==> config.mk <==
export PLATFORM = sky130hd
export DESIGN_NAME = tft_spi_tx
export DESIGN_NICKNAME = d
export VERILOG_FILES = /design/src/rtl/tft_spi_tx.sv
export SDC_FILE = /design/constraint.sdc
export NUM_CORES = 1
export LEC_CHECK = 0
export ABC_AREA = 1
export CORE_MARGIN = 2
export CORE_UTILIZATION = 44
export DETAILED_ROUTE_END_ITERATION = 8
export HOLD_SLACK_MARGIN = 0.15
export PLACE_DENSITY = 0.65
export SLEW_MARGIN = 30
export SYNTH_ARGS = -nofsm -noshare
export SYNTH_HDL_FRONTEND = slang
export SYNTH_SLANG_ARGS = --single-unit
==> constraint.sdc <==
create_clock -name clk -period 3.8 [get_ports clk]
set_clock_uncertainty 0.2 [all_clocks]
set_input_delay 0.76 -clock clk [delete_from_list [all_inputs] [get_ports clk]]
set_output_delay 0.76 -clock clk [all_outputs]
set_load 0.01 [all_outputs]
==> src/rtl/tft_spi_tx.sv <==
// Write-only SPI byte transmitter for the TFT panel: mode 0, MSB first, cs framing,
// dc held for the whole byte, busy/done handshake back to the byte source.
module tft_spi_tx #(
  parameter int CLK_DIV = 2
) (
  input  logic       clk,
  input  logic       rst,
  input  logic       tft_transmit,
  input  logic       tft_dc,
  input  logic [7:0] tft_data,
  output logic       tft_busy,
  output logic       done,
  output logic       spi_sck,
  output logic       spi_mosi,
  output logic       spi_cs,
  output logic       spi_dc,
  output logic [1:0] fsm_state
);

  typedef enum logic [1:0] {IDLE, LOW, HIGH, GUARD} state_t;

  state_t      state;
  logic [7:0]  shift;
  logic [2:0]  bitcnt;
  logic [15:0] div_cnt;
  logic        div_end;

  assign div_end   = (div_cnt == 16'(CLK_DIV - 1));
  assign fsm_state = state;

  // Handshake: a request is taken only in IDLE; busy rises on the accept edge and
  // falls together with the one-cycle done pulse, so requests while busy are dropped.
  always_ff @(posedge clk) begin
    if (rst) begin
      state    <= IDLE;
      shift    <= 8'h00;
      bitcnt   <= 3'd0;
      div_cnt  <= 16'd0;
      tft_busy <= 1'b0;
      done     <= 1'b0;
      spi_sck  <= 1'b0;
      spi_mosi <= 1'b0;
      spi_cs   <= 1'b1;
      spi_dc   <= 1'b0;
    end else begin
      done <= 1'b0;
      case (state)
        IDLE: begin
          div_cnt <= 16'd0;
          if (tft_transmit) begin
            shift    <= tft_data;
            spi_dc   <= tft_dc;
            tft_busy <= 1'b1;
            spi_cs   <= 1'b0;
            spi_mosi <= tft_data[7];
            bitcnt   <= 3'd7;
            state    <= LOW;
          end
        end
        LOW: begin
          if (div_end) begin
            div_cnt <= 16'd0;
            spi_sck <= 1'b1;
            state   <= HIGH;
          end else begin
            div_cnt <= div_cnt + 16'd1;
          end
        end
        HIGH: begin
          if (div_end) begin
            div_cnt <= 16'd0;
            spi_sck <= 1'b0;
            if (bitcnt != 3'd0) begin
              // shift[7] is the bit on the wire; the next one moves out on the falling edge.
              spi_mosi <= shift[6];
              shift    <= {shift[6:0], 1'b0};
              bitcnt   <= bitcnt - 3'd1;
              state    <= LOW;
            end else begin
              spi_cs <= 1'b1;
              state  <= GUARD;
            end
          end else begin
            div_cnt <= div_cnt + 16'd1;
          end
        end
        GUARD: begin
          if (div_end) begin
            div_cnt  <= 16'd0;
            tft_busy <= 1'b0;
            done     <= 1'b1;
            state    <= IDLE;
          end else begin
            div_cnt <= div_cnt + 16'd1;
          end
        end
        default: state <= IDLE;
      endcase
    end
  end

endmodule

After elaboration in Yosys (flattened, before gate mapping). Index checks and enable logic that the tools add are counted.

Flip-flop bits (word level): 34. Bits of input ports: 12. Output and inout port bits: 8. Word-level logic and storage cells: 66.

Eq/ne operators: 10. Muxes and demuxes: 30. Add/sub/neg operators: 2. Reductions and logical operators: 13. Bitwise gates (word level): 1.

Operator list (number): $pmux 16 s2 (1); $mux 7 (3); $add 16x1->16 const B (1); $eq 16x1->1 const B (1); $mux 16 (1); $pmux 7 s2 (1); $ne 2x2->1 const B (6); $reduce_and 4->1 (3); $mux 1 (10); $mux 2 (5); $mux 3 (3); $pmux 1 s2 (4); $pmux 2 s4 (1); $pmux 3 s2 (1); $reduce_and 3->1 (2); $reduce_bool 2->1 (3); $eq 2x2->1 const B (2); $reduce_bool 3->1 (1); $reduce_or 3->1 (1); $sub 3x1->3 const B (1); $eq 2x1->1 const B (1); $logic_not 2->1 (1); $reduce_and 2->1 (1); $reduce_or 2->1 (1); $not 1->1 (1).

Depth between registers and ports, before layout.
Word-level depth: 4. Gate-level depth with buffers: 11. Depth with buffers taken out: 10.

Least setup slack after synthesis. Ideal clock, no wire load.

Path kind: input to register. Start: input port rst. End: register div_cnt[7]. Data arrival time: 1369 ps. Setup slack: 2114 ps. Cell stages on the path: 4. Buffers on the path: 1. Library setup time: 117 ps. Cells stage by stage: clkinv_1 > nand3_1 > buf_2 > nor2_1.

RTL lines: start, declared (line 7) `input logic rst,`; end signal, assigned (line 66) `div_cnt <= div_cnt + 16'd1;`; end signal, assigned (line 84) `div_cnt <= div_cnt + 16'd1;`; end signal, assigned (line 94) `div_cnt <= div_cnt + 16'd1;`; end, declared (line 25) `logic [15:0] div_cnt;`.

Worst setup path after layout.
Start: register state[1] (netlist: fsm_state[1]). End: output port fsm_state[1].

RTL lines: start, declared (line 22) `state_t state;`; start signal, assigned (line 35) `state <= IDLE;`; start signal, assigned (line 57) `state <= LOW;`; start signal, assigned (line 64) `state <= HIGH;`; end, declared (line 17) `output logic [1:0] fsm_state`.

No word-level cell between the ends.

==> metrics.log <==
[metrics] hold_ws: 0.252 ns
[metrics] Power Density: 651 nW/um^2
[metrics] proportion of layout cells with a drive suffix above 1: around 9%
[metrics] upper clock frequency limit: 437 MHz
[metrics] Tightest Pin Transition: 0.617 ns
[metrics] fraction of the cycle the final worst path needs: 60.3%
[metrics] # port buffers: 19
[metrics] Seq/Total Area, Yosys: 39.9%
[metrics] number of max-slew violations in the final report: 0
[metrics] family of cells with the greatest summed delay on the critical path: buffers and inverters
[metrics] worst-path fanout max: 6
[metrics] slowest cell on the critical path: clkdlybuf4s50_1
[metrics] EDFF count, synth: 0
[metrics] Bufs and invs on worst path: 1
[metrics] vias in the first global route: 1349
[metrics] register cell area after layout: 681 um^2
[metrics] post-detailed-route wirelength per cell: 9.26 um
[metrics] final layout net count: just under 300
[metrics] Remaining DRCs: 0
[metrics] number of clock buffers inserted by TritonCTS: 5
[metrics] sort of element at the start of the critical path: flip-flop
[metrics] minimum clock period after layout: 2.29 ns
[metrics] primary flip-flop cell chosen by synthesis mapping: dfxtp_1
[metrics] delay contributed by the slowest stage of the critical path: slightly below 0.6 ns
[metrics] CORE AREA: 3690 um^2
[metrics] Sum Neg Setup Slack: 0 ns
[metrics] Netlist Area Pre-Place: roughly 1700 um^2
[metrics] result of the run: finished, final reports clean
[metrics] violation count after the first detailed-routing iteration: 58
[metrics] leakage power figure: 0.962 nW
[metrics] leftover overflow at the end of global routing: 0
[metrics] critical-path cell list: clkdlybuf4s50_1
[metrics] insertion delay to the later sink of the worst-skew pair: about 0.28 ns
[metrics] crit end category: output port
[metrics] clock buffer depth: 2
[metrics] Total Die Area: 4390 um^2
[metrics] starting utilization of the core area: 46.3%
[metrics] maximum number of pins on one net before global-route repair: 20
[metrics] clock sink count: 34
[metrics] via count: 1477
[metrics] Total Routing Usage GR: roughly 16%
[metrics] commonest cells after routing, fill and taps aside: nand2_1 (65), nor2_1 (53), inv_1 (36)
[metrics] root buffer cell: clkbuf_8
[metrics] Antenna Cells: 0
[metrics] number of iterations in the first detailed-routing pass: 4
[metrics] relative slew slack: 58.8%
[metrics] synthesized netlist cell count: 257
[metrics] flip-flop and latch count after synthesis: 34
[metrics] fillers: 376
[metrics] routability cong.: 0.783
[metrics] H-tree depth: 2
[metrics] Worst Path Class, Setup: flip-flop to output port
[metrics] count of final setup violators: 0
[metrics] post-cts hold buffer count: 0
[metrics] final core occ: 56.4%
[metrics] number of antenna violations at the first check in global routing: 0
[metrics] horizontal die dimension: 66.3 um
[metrics] global-route wire length before repair: 5600 um
[metrics] post-cts gate resize count: 0
[metrics] top-level I/O count: 20
[metrics] data arrival time at the worst-slack endpoint: around 1.3 ns
[metrics] post-synthesis async set-or-reset flop share: 0%
[metrics] path category of the worst min-delay check: flip-flop to flip-flop
[metrics] syn nets: 273
[metrics] antenna-violating nets left: 0
[metrics] post-detailed-placement half-perimeter wirelength: 2170 um
[metrics] RSZ-0062 raised after global routing: no
[metrics] average instance area after synthesis: 6.64 um^2
[metrics] clock slew at the register clock pins of the worst setup and hold paths: about 0.07 ns
[metrics] FP Rows: 22
[metrics] Yosys Warn Count: 0
[metrics] post-synthesis cell type count: 25
[metrics] reported max-cap violation count: 0
[metrics] power consumption: about 1.4 mW
[metrics] Peak supply drop: around 0.00034 V
[metrics] Routed Wire Length: 3050 um
[metrics] CTS tree: done
[metrics] commonest non-fill, non-tap cell in the layout: nand2_1
[metrics] number of buffers added for setup after CTS: 0
[metrics] mean number of vias per cell: 4.49
[metrics] footprint of the multi-input gates: approximately 860 um^2
[metrics] Hold Vio Cnt, Final: 0
[metrics] required time worst endpoint: 2.84 ns
[metrics] area growth from synthesis to layout: 21.8%
[metrics] Chip Height: around 66 um
## registers in the layout (all words and copies together), names as in the netlist
register and count:
div_cnt 16, fsm_state 2, shift 7, tft_busy 1, spi_dc 1, spi_cs 1, bitcnt 3, spi_mosi 1
spi_sck 1, done 1
## cells by family after synthesis
| family | count (synthesis) | share of synthesized area [%] |
|---|---|---|
| xor+xnor | 4 | 2.05 |
| fa+ha+maj | 4 | 2.93 |
| compound gates | 22 | 6.67 |
| simple gates | 151 | 38.5 |
| flops | 34 | 39.9 |
| buf+inv | 42 | 9.97 |
## stage by stage
step	cells	worst slack, ns	instance area (um^2)
after CTS	329	1.49	2080
after floorplan	257	2.11	1710
final	329	1.51	2080
after global routing	329	1.32	2080
after detailed placement	321	1.19	1940
after global placement	321	1.24	1940
## final timing paths
kind,from,slack [ns],depth (start not counted),endpoint
worst max-delay path,fsm_state[1],1.51,1,fsm_state[1]
worst min-delay path,spi_cs,0.25,2,spi_cs
worst min register to register,spi_cs,0.25,2,spi_cs
worst max register to register,div_cnt[1],1.94,7,div_cnt[8]
## cell type report
class	count	share of cell area (%)
multi-input cells	181	41.2
flip-flops and latches	34	32.7
repair buffers	20	9.51
inverters	38	6.86
clock buffers	6	3.97
clock inverters	2	2.89
well taps	48	2.89
## routing by layer
metal  vias up  global-route usage (%)  part of all wire (%)
met5         -                       0                     0
li1        833                       -                     -
met2        22                    25.9                    41
met1       618                    21.4                    54
met4         0                    5.36                   1.2
met3         4                    4.60                   3.9
## power breakdown
group	internal [mW]	switching, mW
registers	0.432	0.0400
clock network	0.280	0.134
logic	0.181	0.286
## cell usage after synthesis (2+ instances only)
| library cell | n | area share [%] |
|---|---|---|
| a21oi_1 | 10 | 2.9 |
| ha_1 | 4 | 2.9 |
| dfxtp_1 | 34 | 40 |
| nor3b_1 | 2 | 0.88 |
| xor2_1 | 4 | 2.1 |
| nand4_1 | 7 | 2.6 |
| nor3_1 | 2 | 0.59 |
| nor2_1 | 53 | 12 |
| inv_1 | 36 | 7.9 |
| nand3_1 | 7 | 2.1 |
| nor2_2 | 3 | 1.1 |
| nand2_1 | 65 | 14 |
| nand2_2 | 5 | 1.8 |
| or2_2 | 5 | 1.8 |
| o21ai_0 | 10 | 2.9 |
(Power assumes the default switching activity.)
